`src/rtl/branch_redirect_ctrl_pkg.sv`:
```
// Shared definitions for the branch redirect controller.
// - DATA_WIDTH : core datapath width, default for address widths
// - ALIGN_MASK : low PC bits that must be zero for a legal fetch target
// - brc_state_e: controller state encoding
// - is_aligned : true when an address low field has no ALIGN_MASK bits set
package branch_redirect_ctrl_pkg;

  localparam int unsigned DATA_WIDTH = 32;

  localparam logic [1:0] ALIGN_MASK = 2'b11;

  typedef enum logic [1:0] {
    StIdle     = 2'd0,
    StRedirect = 2'd1,
    StDrain    = 2'd2
  } brc_state_e;

  function automatic logic is_aligned(input logic [1:0] addr_lsb);
    return (addr_lsb & ALIGN_MASK) == 2'b00;
  endfunction

endpackage

```
`src/rtl/branch_redirect_ctrl_perf_counter.sv`:
```
// Wrapping event counter.
// - clk   : core clock
// - clr_n : synchronous active-low clear
// - en    : increment enable
// - count : current value, wraps modulo 2^CNT_WIDTH
module perf_counter #(
  parameter int unsigned CNT_WIDTH = 32
) (
  input  logic                 clk,
  input  logic                 clr_n,
  input  logic                 en,
  output logic [CNT_WIDTH-1:0] count
);

  localparam logic [CNT_WIDTH-1:0] One = CNT_WIDTH'(1);

  logic [CNT_WIDTH-1:0] count_q;

  always_ff @(posedge clk) begin
    if (!clr_n) begin
      count_q <= '0;
    end else if (en) begin
      count_q <= count_q + One;
    end
  end

  assign count = count_q;

endmodule

```
`src/rtl/branch_redirect_ctrl.sv`:
```
// Front-end sequencer for taken branches/jumps resolved in EX.
// Inputs : clk, rst_n (sync, active-low), ex_valid, ex_branch_req, ex_branch_res, ex_jump,
//          ex_target, if_redirect_ready
// Outputs: redirect_valid/redirect_pc (valid/ready to fetch), flush_if_id, flush_id_ex,
//          stall_ex, misalign_err (1-cycle pulse), busy, branch_cnt, taken_cnt
// All outputs come from flops or from the state register only.
module branch_redirect_ctrl
  import branch_redirect_ctrl_pkg::*;
#(
  parameter int unsigned ADDR_WIDTH   = DATA_WIDTH,
  parameter int unsigned FLUSH_CYCLES = 2,
  parameter int unsigned CNT_WIDTH    = 32
) (
  input  logic                  clk,
  input  logic                  rst_n,
  input  logic                  ex_valid,
  input  logic                  ex_branch_req,
  input  logic                  ex_branch_res,
  input  logic                  ex_jump,
  input  logic [ADDR_WIDTH-1:0] ex_target,
  input  logic                  if_redirect_ready,
  output logic                  redirect_valid,
  output logic [ADDR_WIDTH-1:0] redirect_pc,
  output logic                  flush_if_id,
  output logic                  flush_id_ex,
  output logic                  stall_ex,
  output logic                  misalign_err,
  output logic                  busy,
  output logic [CNT_WIDTH-1:0]  branch_cnt,
  output logic [CNT_WIDTH-1:0]  taken_cnt
);

  localparam logic [3:0] DrainInit = 4'(FLUSH_CYCLES - 1);

  brc_state_e            state_q, state_d;
  logic [ADDR_WIDTH-1:0] pc_q, pc_d;
  logic [3:0]            drain_q, drain_d;
  logic                  misalign_q, misalign_d;

  logic idle;
  logic taken;
  logic branch_inc;

  assign idle       = (state_q == StIdle);
  assign taken      = ex_valid & (ex_jump | (ex_branch_req & ex_branch_res));
  // Wrong-path events outside IDLE must not touch the counters.
  assign branch_inc = idle & ex_valid & ex_branch_req;

  always_comb begin
    state_d    = state_q;
    pc_d       = pc_q;
    drain_d    = drain_q;
    misalign_d = 1'b0;
    unique case (state_q)
      StIdle: begin
        if (taken) begin
          if (is_aligned(ex_target[1:0])) begin
            pc_d    = ex_target;
            state_d = StRedirect;
          end else begin
            misalign_d = 1'b1;
          end
        end
      end
      StRedirect: begin
        if (if_redirect_ready) begin
          if (FLUSH_CYCLES == 1) begin
            state_d = StIdle;
          end else begin
            drain_d = DrainInit;
            state_d = StDrain;
          end
        end
      end
      StDrain: begin
        if (drain_q <= 4'd1) begin
          state_d = StIdle;
        end else begin
          drain_d = drain_q - 4'd1;
        end
      end
      default: state_d = StIdle;
    endcase
  end

  always_ff @(posedge clk) begin
    if (!rst_n) begin
      state_q    <= StIdle;
      pc_q       <= '0;
      drain_q    <= '0;
      misalign_q <= 1'b0;
    end else begin
      state_q    <= state_d;
      pc_q       <= pc_d;
      drain_q    <= drain_d;
      misalign_q <= misalign_d;
    end
  end

  assign redirect_valid = (state_q == StRedirect);
  assign flush_if_id    = (state_q == StRedirect) | (state_q == StDrain);
  assign flush_id_ex    = (state_q == StRedirect);
  assign stall_ex       = (state_q == StRedirect);
  assign busy           = ~idle;
  assign redirect_pc    = pc_q;
  assign misalign_err   = misalign_q;

  perf_counter #(
    .CNT_WIDTH(CNT_WIDTH)
  ) u_branch_cnt (
    .clk  (clk),
    .clr_n(rst_n),
    .en   (branch_inc),
    .count(branch_cnt)
  );

  perf_counter #(
    .CNT_WIDTH(CNT_WIDTH)
  ) u_taken_cnt (
    .clk  (clk),
    .clr_n(rst_n),
    .en   (idle & taken),
    .count(taken_cnt)
  );

endmodule

```
`config.mk`:
```
export PLATFORM = sky130hd
export DESIGN_NAME = branch_redirect_ctrl
export DESIGN_NICKNAME = d
export VERILOG_FILES = /design/src/rtl/branch_redirect_ctrl_pkg.sv /design/src/rtl/branch_redirect_ctrl_perf_counter.sv /design/src/rtl/branch_redirect_ctrl.sv
export SDC_FILE = /design/constraint.sdc
export NUM_CORES = 1
export LEC_CHECK = 0
export CAP_MARGIN = 20
export CORE_ASPECT_RATIO = 1.25
export CORE_MARGIN = 1
export CORE_UTILIZATION = 43
export CTS_CLUSTER_DIAMETER = 50
export DETAILED_ROUTE_END_ITERATION = 10
export PLACE_DENSITY_LB_ADDON = 0.25
export REMOVE_ABC_BUFFERS = 1
export SYNTH_ARGS = -nofsm -noshare
export SYNTH_HDL_FRONTEND = slang
export SYNTH_SLANG_ARGS = --single-unit
```
`constraint.sdc`:
```
create_clock -name clk -period 1.7 [get_ports clk]
set_input_delay 0.34 -clock clk [delete_from_list [all_inputs] [get_ports clk]]
set_output_delay 0.34 -clock clk [all_outputs]
set_load 0.005 [all_outputs]
```
* Word level (Yosys, flattened, before mapping) *
Index checks and enable logic that the tools add are counted.

word-level totals
  bits in registers = 103
  input port bits = 39
  output and inout bits = 102

operators by class
  add/sub/neg operators = 3
  order comparisons = 1
  eq/ne operators = 7
  mux-type cells = 9
  bitwise gates (word level) = 8
  reduce and logical (&&, ||, !) cells = 7

operators with widths
  kind                                                 count
  adder 32 x 1 -> 32 bit, second input constant        2
  AND reduction 3 bit                                  3
  two-way mux 2 bit                                    4
  two-way mux 4 bit                                    2
  one-hot mux 4 bit (2 select lines)                   1
  != test 2 bit, second input constant                 3
  one-hot mux 2 bit (3 select lines)                   1
  bitwise AND 1 bit                                    5
  <= comparator 4 x 1 -> 1 bit, second input constant  1
  logical NOT 2 bit                                    2
  != test 2 x 1 -> 1 bit, second input constant        2
  AND reduction 4 bit                                  1
  subtractor 4 x 1 -> 4 bit, second input constant     1
  equality test 2 x 1 -> 1 bit, second input constant  1
  equality test 2 bit, second input constant           1
  bitwise OR 1 bit                                     2
  nonzero test 2 bit                                   1
  two-way mux 1 bit                                    1
  inverter 1 bit                                       1

* Longest topological paths before layout *
Gate-level depths: netlist (run 1).

  depth in word-level cells = 5
  mapped depth = 10
  gate-level depth less buffers = 7

* Hierarchy *
From an unflattened synthesis (run 1), not the netlist that was laid out.

unflattened totals
  cell total of the unflattened synthesis = 514
  area, all modules = 4873.4 um^2

modules (own cells, without submodules)
  module                times used  cells an instance  area an instance (um^2)
  perf_counter          2           176                1562.7
  branch_redirect_ctrl  1           162                1747.9

* Worst setup path before layout (run 1) *
No wires, ideal clock.

  path kind = reg-to-reg
  start point = register state_q[0]
  end point = register u_taken_cnt.count_q[25], in the netlist u_taken_cnt.count[25]
  library setup time = 0.115 ns
  data arrival time = 1.751 ns
  required time = 1.585 ns
  setup slack = -0.166 ns
  cell stages (with the launch flop) = 11
  path buffers = 3
  period minus slack after synthesis = 1.866 ns
  cells stage by stage = dfxtp_1 > inv_1 > ha_1 > buf_4 > and4_4 > and3_1 > buf_2 > buf_2 > nand4_1 > xnor2_1 > and2_1

between the ends
  longest elaborated chain between the ends = 2

ends and longest elaborated chain
  element                   line                                     source
  start: declaration        branch_redirect_ctrl.sv:35               brc_state_e state_q, state_d;
  start signal: assignment  branch_redirect_ctrl.sv:88               state_q <= StIdle;
  start signal: assignment  branch_redirect_ctrl.sv:93               state_q <= state_d;
  logical NOT 2 bit         branch_redirect_ctrl.sv:44               assign idle = (state_q == StIdle);
  bitwise AND 1 bit         branch_redirect_ctrl.sv:122              .en (idle & taken),
  end signal: assignment    branch_redirect_ctrl_perf_counter.sv:23  count_q <= count_q + One;
  end: declaration          branch_redirect_ctrl_perf_counter.sv:17  logic [CNT_WIDTH-1:0] count_q;

No other way between the ends.
A chain may end at the register's enable or synchronous reset.

* Worst setup path after layout (run 1) *
  start point = register state_q[1]
  end point = register u_branch_cnt.count_q[23], in the netlist u_branch_cnt.count[23]

between the ends
  longest elaborated chain between the ends = 3

ends and longest elaborated chain
  element                         line                                     source
  logical NOT 2 bit               branch_redirect_ctrl.sv:44
  bitwise AND 1 bit (2 in a row)  branch_redirect_ctrl.sv:47               assign branch_inc = idle & ex_valid & ex_branch_req;
  end signal: assignment          branch_redirect_ctrl_perf_counter.sv:23
  end: declaration                branch_redirect_ctrl_perf_counter.sv:17

No other way between the ends.

==> out/results.tsv, run 1 <==
metric	value	unit
R2R setup slack	0.001	ns
Worst Path Arrival	1.94	ns
total power	5590	µW
later-pin clock latency in the skew report	0.34	ns
fin crit share	0.999	
hpwl dp	8400	µm
leak pwr	0.00310	µW
initial antenna violation count	0	
GRT Resource Usage Total	0.211	
# hold bufs at CTS	0	
placed cell area	6700	µm²
CP Cell Sequence	inv_2 > ha_4 > nand3_4 > nor4_4 > buf_4 > buf_8 > nand3_2 > xnor2_1 > and2_1	
final hold vios	0	
commonest non-fill, non-tap cell in the layout	clkdlybuf4s50_1	
Routed WL	11800	µm
Synth Area per Inst	9.14	µm²
non-filler instance count after layout	857	
first-pass GRT wire length	18900	µm
hold path startpoint	rst_n	
Clock Path Buffers	2	
Cell Area, Synth	4740	µm²
max incr delay on CP	0.32	ns
CP Launch Type	flip-flop	
# placed instances	829	
CP startpoint	state_q[1]	
Worst-Margin Slew	0.317	ns
H-tree depth	3	
Port-buffer cells	140	
RSZ-0062 raised after global routing	true	
setup slack after layout	0.00148	ns
maxcap violations	0	
largest net degree at the start of global routing	58	
Critical Path End Type	flip-flop	
DP Worst Slack	-0.474	ns
status	completed	
ant diodes	0	
Post-Synthesis Cells	519	
Starting DRT DRC Count	89	
ANT nets after route	0	
CP delay by family, top	simple AND/OR/NAND/NOR gates	
share of cells above drive strength 1	0.222	
die height	119	µm
CP required	1.94	ns
crit path time final	1.70	ns
worst-path fanout max	6	
Netlist cell types	42	
core footprint	10700	µm²
area delta synth->final	55.6	%
Final Cell Area	7380	µm²
clock sink count	103	
die area	11500	µm²
buffers and inverters on the worst path	3	
f_max	589	MHz
Routability Congestion	0.775	
DRC Markers	0	
Inserted Clock Buffers	9	
final slew viol count	0	
num rows	42	
DR pass1 iterations	4	
Seq/Total Area, Yosys	0.435	
PD cells	757	nW/µm²
Slew HR	0.787	
commonest non-fill, non-tap cells in the layout	123 x clkdlybuf4s50_1, 80 x dfxtp_1, 77 x nand2_1	
boundary pin count	141	
Worst Skew	0.00657	ns
clk root buf	clkbuf_16	
Yosys reg bits	103	
reg2reg start	state_q[1]	
via/cell ratio	5.00	
width of the die	96.0	µm
yosys warns	0	
CTS tree	built	
setup TNS	0	ns
Max rail drop VDD	0.478	mV
vias in the first global route	4187	
final setup vio count	0	
CP Class	reg2reg	
DR vias	4284	
Initial Util	0.445	
slowest CP cell	dfxtp_2	
nets@finish	768	
grt total ovfl	0	
type of the worst min-delay path	in2reg	
Worst-path clk slew	0.07	ns
DR WL/cell	13.8	µm
## timing repair
| item | in CTS | in global routing |
|---|---|---|
| setup endpoints to repair | 66 | 67 |
| buffers inserted | 1 | 9 |
| resized for setup | 36 | 63 |
| pin swaps | 8 | 29 |
| gates cloned | 1 | 1 |
## metal layers
layer | global-route usage | share of wire
met5 | 0 | 0
met4 | 0.0597 | 0.0098
met3 | 0.0722 | 0.067
met2 | 0.359 | 0.50
met1 | 0.246 | 0.42
## final cells by class
class | instances | area (µm²)
multi-input combinational | 378 | 2730
clock buffer | 9 | 225
timing repair buffer | 216 | 2060
tap | 132 | 165
sequential | 103 | 2100
clock inverter | 7 | 57.6
fill | 854 | 3290
inverter | 12 | 45.0
## Yosys cell counts, drive strengths merged
cell type / number / area (µm²)
dfxtp: 103 / 2060
nand2: 78 / 293
and2: 61 / 382
xnor2: 48 / 420
a21boi: 32 / 240
nand3: 31 / 180
nand4: 29 / 200
clkbuf: 16 / 60.1
nor2: 14 / 52.6
xor2: 14 / 123
and3: 12 / 76.3
inv: 12 / 45.0
buf: 10 / 65.1
ha: 9 / 113
nor4: 9 / 124
and4: 8 / 73.8
nor2b: 7 / 43.8
nor3: 5 / 25.0
or3: 4 / 30.0
a21oi: 3 / 15.0
mux2i: 3 / 30.0
a21o: 1 / 8.76
a221o: 1 / 10.0
a311oi: 1 / 8.76
a31o: 1 / 8.76
nand4b: 1 / 8.76
nor3b: 1 / 7.51
o211a: 1 / 10.0
o211ai: 1 / 7.51
o21a: 1 / 7.51
o21ai: 1 / 5.00
o31a: 1 / 8.76
## logic make-up (layout without fill, tap and decap cells)
kind of cell,Yosys count,count (layout),synth area share
XOR/XNOR,62,62,0.114
AND/OR/NAND/NOR,260,260,0.315
multiplexers,3,3,0.00633
buffers and inverters,38,244,0.0359
flip-flops,103,103,0.435
adder cells (fa/ha/maj),9,9,0.0237
AO/OA/AOI/OAI,44,44,0.0696
## metrics by stage
stage                     hold slack (ns)   util
after global placement              0.440  0.628
after detailed placement            0.446  0.628
after floorplan                     0.451      -
after global routing                0.369  0.692
after CTS                           0.345  0.666
final                               0.362  0.692
## where the power goes
| group | total (µW) | switching, µW | internal [µW] |
|---|---|---|---|
| clock | 1950 | 935 | 1010 |
| sequential | 2590 | 71.2 | 2510 |
| combinational | 1050 | 472 | 582 |
## registers in the layout, summed over array words and instances (netlist names)
signal / flops
drain_q: 4
misalign_err: 1
redirect_pc: 32
state_q: 2
u_branch_cnt.count: 32
u_taken_cnt.count: 32
## worst min-delay path, stage by stage
cell and delay (ns):
buf_2 0.14, nand2_1 0.12, a311oi_1 0.06
## final timing paths
path	end	depth (start not counted)
worst min-delay path	drain_q[1]	3
worst min register to register	redirect_pc[8]	2
worst max register to register	u_branch_cnt.count[23]	9
worst max-delay path	u_branch_cnt.count[23]	9
Note: power is estimated with default switching activity, not from simulation.
==> run 2: changes to the inputs <==
--- a/config.mk
+++ b/config.mk
@@ -9,7 +9,6 @@
 export CORE_ASPECT_RATIO = 1.25
 export CORE_MARGIN = 1
 export CORE_UTILIZATION = 43
-export CTS_CLUSTER_DIAMETER = 50
 export DETAILED_ROUTE_END_ITERATION = 10
 export PLACE_DENSITY_LB_ADDON = 0.25
 export REMOVE_ABC_BUFFERS = 1
==> constraint.sdc (replaced) <==
create_clock -name clk -period 1.5 [get_ports clk]
set_input_delay 0.3 -clock clk [delete_from_list [all_inputs] [get_ports clk]]
set_output_delay 0.3 -clock clk [all_outputs]
set_load 0.005 [all_outputs]
==> out/results.tsv, run 2 (synthesis results as in run 1) <==
metric	value	unit	change
vias in the first global route	4706		was 4,187
via/cell ratio	5.13		was 5.00
die area	11500	µm²	unchanged
initial antenna violation count	0		unchanged
final core utilization	0.788		was 0.692
final setup vio count	89		was 0
Max rail drop VDD	0.551	mV	was 0.478 mV
RSZ-0062 raised after global routing	true		unchanged
CP required	1.74	ns	was 1.94 ns
crit path time final	1.72	ns	was 1.70 ns
ant diodes	0		unchanged
first-pass GRT wire length	21600	µm	was 18,900 µm
grt met2 use	0.437		was 0.359
Net Sw Frac	0.253		was 0.265
core footprint	10700	µm²	unchanged
share of cells above drive strength 1	0.408		was 0.222
clk root buf	clkbuf_16		unchanged
Worst Path Arrival	1.96	ns	was 1.94 ns
Worst-Margin Slew	0.366	ns	was 0.317 ns
num rows	42		unchanged
Int Pwr	5480	µW	was 4110 µW
PD cells	873	nW/µm²	was 757 nW/µm²
later-pin clock latency in the skew report	0.34	ns	about the same
leak pwr	0.00424	µW	was 0.00310 µW
filler instances	691		was 854
CP Cell Sequence	inv_2 > ha_4 > and4_4 > and3_4 > buf_8 > nand4_1 > xnor2_1 > and2_1		was inv_2 > ha_4 > nand3_4 > nor4_4 > buf_4 > buf_8 > nand3_2 > xnor2_1 > and2_1
CP delay by family, top	simple AND/OR/NAND/NOR gates		unchanged
Routability Congestion	0.803		was 0.775
H-tree depth	3		unchanged
met3 Use GR	0.0607		was 0.0722
fin crit share	1.15		was 0.999
hpwl dp	8650	µm	was 8400 µm
maxcap violations	0		unchanged
width of the die	96.0	µm	unchanged
combinational share of power	0.223		was 0.189
fraction of power consumed by sequential logic	0.400		was 0.463
# hold bufs at CTS	0		unchanged
CP Launch Type	flip-flop		unchanged
CTS tree	built		unchanged
DR WL/cell	16.1	µm	was 13.8 µm
Critical Path End Type	flip-flop		unchanged
Port-buffer cells	140		unchanged
ANT nets after route	0		unchanged
nets@finish	830		was 768
Slew HR	0.754		was 0.787
GR peak layer	met2		unchanged
DRC Markers	0		unchanged
Worst Skew	0.00596	ns	was 0.00657 ns
slowest CP cell	dfxtp_2		unchanged
CP Class	reg2reg		unchanged
commonest non-fill, non-tap cell in the layout	buf_4		was clkdlybuf4s50_1
DR vias	4718		was 4,284
Worst-path clk slew	0.07	ns	about the same
Routed WL	14800	µm	was 11,800 µm
f_max	581	MHz	was 589 MHz
setup TNS	-12.50	ns	was 0 ns
Clock Path Buffers	2		unchanged
final slew viol count	0		unchanged
Starting DRT DRC Count	149		was 89
GRT Resource Usage Total	0.243		was 0.211
NetSw	1850	µW	was 1480 µW
grt total ovfl	0		unchanged
worst-path fanout max	8		was 6
type of the worst min-delay path	in2reg		unchanged
final hold vios	0		unchanged
setup slack after layout	-0.220	ns	was 0.00148 ns
max incr delay on CP	0.33	ns	was 0.32 ns
commonest non-fill, non-tap cells in the layout	100 x buf_4, 64 x nand2_1, 62 x dlygate4sd2_1		was 123 x clkdlybuf4s50_1, 80 x dfxtp_1, 77 x nand2_1
largest net degree at the start of global routing	45		was 58
die height	119	µm	unchanged
clock sink count	103		unchanged
status	complete, but fails checks		was completed
area delta synth->final	77.1	%	was 55.6%
clock network fraction of design power	0.377		was 0.348
boundary pin count	141		unchanged
DP Worst Slack	-0.620	ns	was -0.474 ns
met1 Usage GRT	0.275		was 0.246
failing checks	negative setup slack		
DR pass1 iterations	4		unchanged
Inserted Clock Buffers	9		unchanged
Initial Util	0.445		unchanged
buffers and inverters on the worst path	2		was 3
## run 2: changes by cell type in the layout (fill, tap and decap cells not counted), sizes merged
| cell | previous run | this run |
|---|---|---|
| clkdlybuf4s50 | 123 | 41 |
| buf | 77 | 139 |
| dlygate4sd2 | 5 | 62 |
| dlymetal6s2s | 10 | 27 |
| clkbuf | 10 | 15 |
| clkdlybuf4s15 | 0 | 4 |
| clkinv | 5 | 1 |
| bufinv | 0 | 3 |
## run 2: worst paths after layout
kind / start / to / slack (ns) / cells after the start
setup / recovery: state_q[0] / u_taken_cnt.count[17] / -0.22 / 8
setup reg to reg: state_q[0] / u_taken_cnt.count[17] / -0.22 / 8
hold / removal: rst_n / drain_q[2] / 0.26 / 3
hold reg to reg: redirect_pc[26] / redirect_pc[26] / 0.45 / 2
## run 2: stage by stage
step / instances / hold slack [ns] / total power [µW] / area, µm²
finish: 919 / 0.264 / 7330 / 8400
floorplan: 493 / 0.422 / 3440 / 4620
global route: 919 / 0.279 / 7620 / 8400
CTS: 906 / 0.293 / 7070 / 7880
global placement: 860 / 0.440 / 4070 / 6930
detailed placement: 860 / 0.446 / 4120 / 6930
## run 2: area by class of cell
type	count	area [µm²]	share of cell area
multi-input combinational	378	3030	0.361
tap	132	165	0.0197
timing repair buffer	278	2650	0.315
clock buffer	10	239	0.0284
inverter	12	50.0	0.00596
sequential	103	2150	0.256
clock inverter	6	115	0.0137
## run 2: repair_timing
action	CTS	global route
resized for setup	233	111
setup endpoints to repair	176	138
cloned	4	4
pin swaps	53	43
buffers inserted	26	12
## run 2: per-layer routing
metal | share of wire | routed length [µm] | vias up
met3 | 0.061 | 904 | 20
met5 | 0 | 0 | -
met4 | 0.016 | 230 | 0
li1 | - | - | 2277
met2 | 0.53 | 7860 | 139
met1 | 0.39 | 5770 | 2282
## run 2: worst register-to-register path: stages, from the launching register on
cell and delay (ns):
dfxtp_2 0.33, inv_2 0.07, ha_4 0.16, and4_4 0.23, and3_4 0.23, buf_8 0.15
nand4_1 0.12, xnor2_1 0.16, and2_1 0.17
## run 2: power by group through the flow
stage | combinational (µW) | clock [µW] | sequential [µW]
2_1_floorplan | 457 | 0 | 2980
3_5_place_dp | 1150 | 0 | 2970
5_1_grt | 1750 | 2930 | 2950
4_1_cts | 1350 | 2790 | 2930
3_3_place_gp | 1110 | 0 | 2960
6_report | 1630 | 2760 | 2940
